$ cat src/rtl/alu32_seq_ctrl.sv
// alu32_seq_ctrl
// Sequences a 32-bit operation through an external 16-bit ripple ALU in two
// passes: low half first, then high half. The carry between the halves is
// kept in a register. The assembled result and its flags are held on a
// valid/ready response handshake until the consumer takes them.
//
// Ports
//   clock, reset_n        : system clock, asynchronous active-low reset
//   req_valid/req_ready   : request handshake (ready only in IDLE)
//   req_opcode            : 000 ADD, 001 SUB, 010 AND, 011 OR, 100 NOR,
//                           101 SLT (signed), 110/111 illegal
//   req_a, req_b          : 32-bit operands
//   rsp_valid/rsp_ready   : response handshake
//   rsp_result            : 32-bit result
//   rsp_carry             : carry out of bit 31 (arithmetic ops only)
//   rsp_overflow          : signed overflow (arithmetic ops only)
//   rsp_zero              : result is zero (cleared for illegal opcodes)
//   rsp_err               : illegal opcode
//   alu_a, alu_b          : ALU operand half (0 outside LO/HI)
//   alu_ainvert/binvert   : ALU invert controls
//   alu_op                : 00 AND, 01 OR, 10 ADD
//   alu_cin               : ALU carry in
//   alu_out, alu_cout     : ALU result and carry out
module alu32_seq_ctrl (
  input  logic        clock,
  input  logic        reset_n,
  input  logic        req_valid,
  output logic        req_ready,
  input  logic [2:0]  req_opcode,
  input  logic [31:0] req_a,
  input  logic [31:0] req_b,
  output logic        rsp_valid,
  input  logic        rsp_ready,
  output logic [31:0] rsp_result,
  output logic        rsp_carry,
  output logic        rsp_overflow,
  output logic        rsp_zero,
  output logic        rsp_err,
  output logic [15:0] alu_a,
  output logic [15:0] alu_b,
  output logic        alu_ainvert,
  output logic        alu_binvert,
  output logic [1:0]  alu_op,
  output logic        alu_cin,
  input  logic [15:0] alu_out,
  input  logic        alu_cout
);

  typedef enum logic [1:0] {
    ST_IDLE = 2'd0,
    ST_LO   = 2'd1,
    ST_HI   = 2'd2,
    ST_DONE = 2'd3
  } state_t;

  localparam logic [2:0] OP_ADD = 3'b000;
  localparam logic [2:0] OP_SUB = 3'b001;
  localparam logic [2:0] OP_AND = 3'b010;
  localparam logic [2:0] OP_OR  = 3'b011;
  localparam logic [2:0] OP_NOR = 3'b100;
  localparam logic [2:0] OP_SLT = 3'b101;

  localparam logic [1:0] ALU_AND = 2'b00;
  localparam logic [1:0] ALU_OR  = 2'b01;
  localparam logic [1:0] ALU_ADD = 2'b10;

  state_t      state_r;
  state_t      state_nxt_s;
  logic [2:0]  op_r;
  logic [31:0] a_r;
  logic [31:0] b_r;
  logic        carry_r;
  logic [31:0] result_r;
  logic        carry_out_r;
  logic        ovf_r;
  logic        zero_r;
  logic        err_r;

  logic [1:0]  ctl_op_s;
  logic        ctl_ainv_s;
  logic        ctl_binv_s;
  logic        ctl_cin_lo_s;
  logic        ctl_arith_s;
  logic        ctl_slt_s;
  logic [31:0] sum_s;
  logic        ovf_s;
  logic [31:0] final_s;

  function automatic logic op_is_legal(input logic [2:0] op);
    return (op <= OP_SLT);
  endfunction

  // ALU control decode for the registered opcode.
  always_comb begin
    ctl_op_s     = ALU_AND;
    ctl_ainv_s   = 1'b0;
    ctl_binv_s   = 1'b0;
    ctl_cin_lo_s = 1'b0;
    ctl_arith_s  = 1'b0;
    ctl_slt_s    = 1'b0;
    case (op_r)
      OP_ADD: begin
        ctl_op_s    = ALU_ADD;
        ctl_arith_s = 1'b1;
      end
      OP_SUB: begin
        ctl_op_s     = ALU_ADD;
        ctl_binv_s   = 1'b1;
        ctl_cin_lo_s = 1'b1;
        ctl_arith_s  = 1'b1;
      end
      OP_SLT: begin
        ctl_op_s     = ALU_ADD;
        ctl_binv_s   = 1'b1;
        ctl_cin_lo_s = 1'b1;
        ctl_arith_s  = 1'b1;
        ctl_slt_s    = 1'b1;
      end
      OP_AND: ctl_op_s = ALU_AND;
      OP_OR:  ctl_op_s = ALU_OR;
      OP_NOR: begin
        // De Morgan: ~a & ~b == ~(a | b)
        ctl_op_s   = ALU_AND;
        ctl_ainv_s = 1'b1;
        ctl_binv_s = 1'b1;
      end
      default: ctl_op_s = ALU_AND;
    endcase
  end

  // High-half result assembly: overflow and SLT are decided from bit 31.
  always_comb begin
    sum_s = {alu_out, result_r[15:0]};
    ovf_s = ctl_arith_s && (a_r[31] == (b_r[31] ^ ctl_binv_s)) &&
            (alu_out[15] != a_r[31]);
    if (ctl_slt_s) begin
      final_s = {31'd0, alu_out[15] ^ ovf_s};
    end else begin
      final_s = sum_s;
    end
  end

  // ALU drive: combinational from state and registered operands.
  always_comb begin
    alu_a       = 16'd0;
    alu_b       = 16'd0;
    alu_ainvert = 1'b0;
    alu_binvert = 1'b0;
    alu_op      = 2'b00;
    alu_cin     = 1'b0;
    case (state_r)
      ST_LO: begin
        alu_a       = a_r[15:0];
        alu_b       = b_r[15:0];
        alu_ainvert = ctl_ainv_s;
        alu_binvert = ctl_binv_s;
        alu_op      = ctl_op_s;
        alu_cin     = ctl_cin_lo_s;
      end
      ST_HI: begin
        alu_a       = a_r[31:16];
        alu_b       = b_r[31:16];
        alu_ainvert = ctl_ainv_s;
        alu_binvert = ctl_binv_s;
        alu_op      = ctl_op_s;
        alu_cin     = carry_r;
      end
      default: alu_a = 16'd0;
    endcase
  end

  // Next-state logic.
  always_comb begin
    state_nxt_s = state_r;
    case (state_r)
      ST_IDLE: begin
        if (req_valid) begin
          state_nxt_s = op_is_legal(req_opcode) ? ST_LO : ST_DONE;
        end else begin
          state_nxt_s = ST_IDLE;
        end
      end
      ST_LO: state_nxt_s = ST_HI;
      ST_HI: state_nxt_s = ST_DONE;
      ST_DONE: begin
        if (rsp_ready) begin
          state_nxt_s = ST_IDLE;
        end else begin
          state_nxt_s = ST_DONE;
        end
      end
      default: state_nxt_s = ST_IDLE;
    endcase
  end

  // State register.
  always_ff @(posedge clock or negedge reset_n) begin
    if (!reset_n) begin
      state_r <= ST_IDLE;
    end else begin
      state_r <= state_nxt_s;
    end
  end

  // Operand capture, half-result capture and response registers.
  always_ff @(posedge clock or negedge reset_n) begin
    if (!reset_n) begin
      op_r        <= 3'd0;
      a_r         <= 32'd0;
      b_r         <= 32'd0;
      carry_r     <= 1'b0;
      result_r    <= 32'd0;
      carry_out_r <= 1'b0;
      ovf_r       <= 1'b0;
      zero_r      <= 1'b0;
      err_r       <= 1'b0;
    end else begin
      case (state_r)
        ST_IDLE: begin
          if (req_valid) begin
            op_r <= req_opcode;
            a_r  <= req_a;
            b_r  <= req_b;
            if (!op_is_legal(req_opcode)) begin
              result_r    <= 32'd0;
              carry_out_r <= 1'b0;
              ovf_r       <= 1'b0;
              zero_r      <= 1'b0;
              err_r       <= 1'b1;
            end
          end
        end
        ST_LO: begin
          result_r[15:0] <= alu_out;
          carry_r        <= alu_cout;
        end
        ST_HI: begin
          result_r    <= final_s;
          carry_out_r <= ctl_arith_s ? alu_cout : 1'b0;
          ovf_r       <= ovf_s;
          zero_r      <= (final_s == 32'd0);
          err_r       <= 1'b0;
        end
        default: begin
          result_r <= result_r;
        end
      endcase
    end
  end

  assign req_ready    = (state_r == ST_IDLE);
  assign rsp_valid    = (state_r == ST_DONE);
  assign rsp_result   = result_r;
  assign rsp_carry    = carry_out_r;
  assign rsp_overflow = ovf_r;
  assign rsp_zero     = zero_r;
  assign rsp_err      = err_r;

endmodule

$ cat config.mk
export PLATFORM = sky130hd
export DESIGN_NAME = alu32_seq_ctrl
export DESIGN_NICKNAME = d
export VERILOG_FILES = /design/src/rtl/alu32_seq_ctrl.sv
export SDC_FILE = /design/constraint.sdc
export NUM_CORES = 1
export LEC_CHECK = 0
export CORE_MARGIN = 3
export CORE_UTILIZATION = 41
export DETAILED_ROUTE_END_ITERATION = 10
export PLACE_DENSITY = 0.76
export SLEW_MARGIN = 20
export SYNTH_ARGS = -nofsm -noshare
export SYNTH_HDL_FRONTEND = slang
export SYNTH_SLANG_ARGS = --single-unit
export TNS_END_PERCENT = 30
$ cat constraint.sdc
create_clock -name clock -period 1.62 [get_ports clock]
set_input_delay 0.162 -clock clock [delete_from_list [all_inputs] [get_ports clock]]
set_output_delay 0.162 -clock clock [all_outputs]
set_load 0.005 [all_outputs]
Word-level counts from Yosys, hierarchy flattened
Cells that the tools add are included.

Register bits after elaboration: 106. Input bits: 88. Output and inout bits: 75. Word-level logic and storage cells: 69.

Order comparisons: 1. Equality and inequality tests: 11. Muxes and demuxes: 30. Bitwise gates (word level): 2. Reductions and logical operators: 14.

Operators with widths (number): two-way mux 32 bit (3); one-hot mux 16 bit (2 select lines) (3); one-hot mux 16 bit (3 select lines) (1); zero test 32 bit (1); two-way mux 1 bit (12); one-hot mux 1 bit (2 select lines) (5); two-way mux 2 bit (4); one-hot mux 2 bit (4 select lines) (1); == test 3 bit, second input constant (2); AND reduction 3 bit (2); OR reduction 3 bit (2); == test 2 bit, second input constant (2); != test 2 bit, second input constant (2); one-hot mux 2 bit (2 select lines) (1); OR reduction 2 bit (2); == test 3 x 1 -> 1 bit, second input constant (1); == test 3 x 2 -> 1 bit, second input constant (1); <= comparator 3 bit, second input constant (1); zero test 3 bit (1); nonzero test 3 bit (1); == test 2 x 1 -> 1 bit, second input constant (1); logical AND 1 bit (2); zero test 2 bit (1); AND reduction 2 bit (1); 4 further kinds (5).

Depth between registers and ports, before layout
Depth after elaboration: 11. Depth in mapped cells: 8. Depth with buffers taken out: 6.

Least setup slack after synthesis
No wires, ideal clock.

Path kind: register -> register. From: reg state_r[0]. To: reg b_r[31]. Setup time: 128 ps. Arrival: 1591 ps. Setup slack: -98 ps. Stages on the path, launching flop included: 8. Path buffers: 3. Period minus slack after synthesis: 1718 ps. Path through: dfrtp_1 > inv_1 > ha_1 > buf_4 > nand2_1 > buf_2 > buf_6 > mux2_1.

Longest elaborated chain between the ends: 2.

Ends and longest elaborated chain: from (decl) (RTL line 67) `state_t state_r;`; from (signal assigned) (RTL line 201) `state_r <= state_nxt_s;`; zero test 2 bit; via req_ready (RTL line 28) `output logic req_ready,`; AND reduction 2 bit (no line); to (signal assigned) (RTL line 223) `b_r <= req_b;`; to (decl) (RTL line 71) `logic [31:0] b_r;`.

The timed path passes the listed nets, and every way through them passes these cells. A chain may end at the register's enable or synchronous reset.

Worst setup path after layout
From: reg state_r[1]. To: out alu_b[1].

Longest elaborated chain between the ends: 2. Elaborated cells on any way between the ends: 3. Classes of those cells: eq/ne: 2; mux: 1.

Ends and longest elaborated chain: == test 2 bit / == test 2 x 1 -> 1 bit (equally long branches) (RTL line 151) `case (state_r)`; one-hot mux 16 bit (2 select lines) * (RTL line 151); to (decl) (RTL line 40) `output logic [15:0] alu_b,`.

Mark *: on every way between the ends. The rest lies on a longest branch, timed or not.

==> impl_metrics.py <==
metrics = {
    "yosys": {
        "synth_top_cells_by_area": "dfrtp_1, mux2_1, a22o_1",
        "yosys-mux-area-fraction_pct": 16.8,
        "syn_inst": 365,
        "yosys.area.top_type": "dfrtp_1",
        "synthAdderAreaFrac_pct": 1.06,
        "synth-seq-cells": 106,
        "syn_area_per_cell_sq_um": 13.0,
        "synth_warnings": 0,
        "synth_seq_area_share_pct": 56.0,
        "synth_top_family_by_area": "multiplexers",
        "yosys.area_share.simple_pct": 8.74,
        "synth_xor_area_share_pct": 0,
        "yosysTopAreaCellShare_pct": 56.0,
        "syn_area_sq_mm": 0.00474,
        "synth_cell_types": 37,
        "syn_nets": 457,
        "synth_compound_area_share_pct": 14.1,
    },
    "global_routing": {
        "gr-total-overflow": 0,
        "grt_pass1_wl_mm": 22.3,
        "grt_max_degree": 42,
        "grt.total_usage_pct": 22.1,
        "antenna_found_initial": 0,
        "grt_pass1_vias": 4214,
    },
    "worst_setup_path": {
        "timing.rr.start": "state_r[1]",
        "cp_slowest_stage_delay_ns": 0.41,
        "required_ns": 1.46,
        "start_kind": "register",
        "path_cells": "buf_6, inv_6, ha_4, buf_12, clkbuf_16, nor2b_2, buf_2",
        "crit_path_max_fanout": 6,
        "path_class": "reg2out",
        "worstPathBufferInverterCount": 5,
        "critPathLaunch": "state_r[1]",
        "path_delay_family": "buffers and inverters",
        "arrival_ns": 1.71,
        "crit_path_top_delay_cell": "dfrtp_1",
        "endpoint_kind": "primary output",
    },
    "sta": {
        "max_freq_mhz": 533,
        "rsz0062_at_grt": "yes",
        "fin_ws_ns": -0.255,
        "finalHoldViolations": 0,
        "hold-worst-slack_ns": 0.278,
        "max_slew_margin_pct": 72.2,
        "drv_slew": 0,
        "finalSetupViolations": 68,
        "worst_pin_slew_ns": 0.417,
        "fin_crit_ns": 1.88,
        "fin_skew_ns": 0.00701,
        "post-route-period-util_pct": 116,
    },
    "power_and_ir_drop": {
        "max-vdd-ir-drop_v": 0.00110,
        "switching_share_pct": 34.3,
        "p_switching_uw": 4960,
        "internal-power_uw": 9500,
        "p_per_area_mw_per_mm2": 1910,
        "p_comb_share_pct": 51.5,
        "seq_power_share_pct": 33.3,
        "power.share.clock_pct": 15.3,
        "leakagePower_uw": 0.00325,
    },
    "routing": {
        "drtIter0Drc": 183,
        "route.detailed.drc": 0,
        "dr.pass1.iters": 4,
        "viasPerCell": 5.44,
        "wl_per_cell_um": 19.5,
        "ant_nets": 0,
        "drt_wl_total_mm": 13.9,
        "num_vias": 3877,
    },
    "cells_and_area": {
        "fill_cells": 840,
        "layout.nets": 660,
        "post_route_cells_drive_above_1_share_pct": 29.7,
        "n_antenna_cell": 0,
        "area_growth_pct": 59.8,
    },
    "cts": {
        "path_clk_slew_ns": 0.07,
        "htree_levels": 3,
        "cts_buffer_depth": 2,
        "cts_tree": "yes",
        "numCtsBuffers": 9,
        "cts_sinks": 106,
        "clkLatencyLatePin_ns": 0.34,
        "cts_root_buf": "clkbuf_16",
    },
    "run": {
        "max_cap_violations": 0,
    },
    "floorplan": {
        "rows": 38,
        "die_area_sq_mm": 0.0129,
        "ioPinCount": 163,
        "die_h_um": 114,
        "start_util_pct": 42.8,
        "core-area_sq_mm": 0.0111,
        "dieWidth_um": 114,
    },
    "placement": {
        "hpwl_mm": 9.33,
        "dp_slack_ns": -0.293,
        "io_buffers": 162,
        "place_congestion": 0.771,
    },
    "min_path": {
        "hold_class": "in2async",
    },
    "run_status": {
        "status": "complete, but fails checks",
        "violations": "negative setup slack",
    },
}
[through the flow]
stage	power [uW]	util, %	std cells	setup TNS (ns)	cell area, sq um
2_1_floorplan	7570	-	365	0	4750
3_3_place_gp	10400	61.0	676	-11.79	6760
3_5_place_dp	10600	61.0	676	-14.96	6760
4_1_cts	14200	67.6	712	-10.03	7490
5_1_grt	15300	68.4	713	-14.80	7570
6_report	14500	68.4	713	-10.06	7570
[cell type report]
type / count / area, sq um / area share (%)
flip-flops and latches: 106 / 2650 / 35.0
multi-input cells: 229 / 2230 / 29.4
repair buffers: 218 / 2200 / 29.0
clock buffers: 12 / 246 / 3.25
well taps: 140 / 175 / 2.31
clock inverters: 4 / 51.3 / 0.677
inverters: 4 / 22.5 / 0.297
[flip-flops by register name, indices dropped and copies added (netlist names)]
signal        count
rsp_carry         1
b_r              32
state_r           2
op_r              3
carry_r           1
rsp_err           1
rsp_overflow      1
rsp_zero          1
a_r              32
rsp_result       32
[power groups by stage]
stage / Sequential (uW) / Clock [uW] / Combinational [uW]
finish: 4810 / 2210 / 7440
global route: 4970 / 2350 / 7980
CTS: 4790 / 2260 / 7180
detailed placement: 4690 / 0 / 5940
global placement: 4630 / 0 / 5790
floorplan: 4500 / 0 / 3070
[metal layers]
layer  vias to the layer above  part of all wire (%)  track usage (%)
met5                         -                     0                0
met4                         0                   1.4             6.41
met3                        22                   8.1             6.95
met2                       166                    50             37.2
met1                      1931                    41             27.3
li1                       1758                     -                -
[worst paths after layout]
path | to | slack, ns | cells past startpoint
worst min-delay path | rsp_result[29] | 0.28 | 2
min in group clock | a_r[10] | 0.41 | 2
max in group asynchronous | b_r[17] | 0.81 | 3
worst max-delay path | alu_b[1] | -0.26 | 7
worst min register to register | rsp_zero | 0.49 | 2
worst max register to register | rsp_result[14] | -0.15 | 8
[cell usage after synthesis (all sizes together)]
cell type,n
a31oi,1
o21ai,8
a32oi,1
nor4,8
o31a,1
o22ai,1
a21o,1
and3,2
nand2,10
and4b,1
a21oi,2
nand3,2
inv,4
a22o,33
clkbuf,5
buf,21
mux2,68
a32o,1
ha,4
nand2b,3
o211ai,1
a211oi,1
nor2,6
a22oi,33
nand4,2
and3b,1
mux2i,3
dfrtp,106
nor2b,35
[logic make-up (layout without fill, tap and decap cells)]
| logic type | count (synthesis) | count (layout) |
|---|---|---|
| AOI/OAI and AO/OA | 84 | 84 |
| adders and majority gates | 4 | 4 |
| buffers and inverters | 30 | 238 |
| DFF | 106 | 106 |
| muxes | 71 | 71 |
| and+or+nand+nor | 70 | 70 |
[timing repair]
| item | CTS | global route |
|---|---|---|
| buffers inserted | 15 | 0 |
| hold endpoints to repair | 24 | 0 |
| gates cloned | 6 | 1 |
| endpoints found under the setup margin | 99 | 106 |
| pin swaps | 36 | 24 |
| gates resized for setup | 230 | 16 |
| hold buffers | 1 | 0 |
[cell usage in the layout (no fill, tap or decap), types with 2 or more instances in the layout]
| cell type | n |
|---|---|
| a21oi_1 | 2 |
| a22o_1 | 33 |
| a22oi_2 | 32 |
| buf_12 | 9 |
| buf_16 | 5 |
| buf_2 | 36 |
| buf_4 | 20 |
| buf_6 | 19 |
| buf_8 | 2 |
| clkbuf_1 | 2 |
| clkbuf_16 | 10 |
| clkdlybuf4s50_1 | 122 |
| dfrtp_1 | 106 |
| dlygate4sd2_1 | 2 |
| ha_4 | 3 |
| mux2_1 | 67 |
| mux2i_1 | 2 |
| nand2_1 | 6 |
| nand2_4 | 4 |
| nand2b_1 | 3 |
| nand4_1 | 2 |
| nor2_1 | 3 |
| nor2_4 | 2 |
| nor2b_1 | 25 |
| nor2b_2 | 9 |
| nor4_1 | 8 |
| o21ai_0 | 2 |
| o21ai_1 | 4 |
| o21ai_4 | 2 |
(Power assumes the default switching activity.)
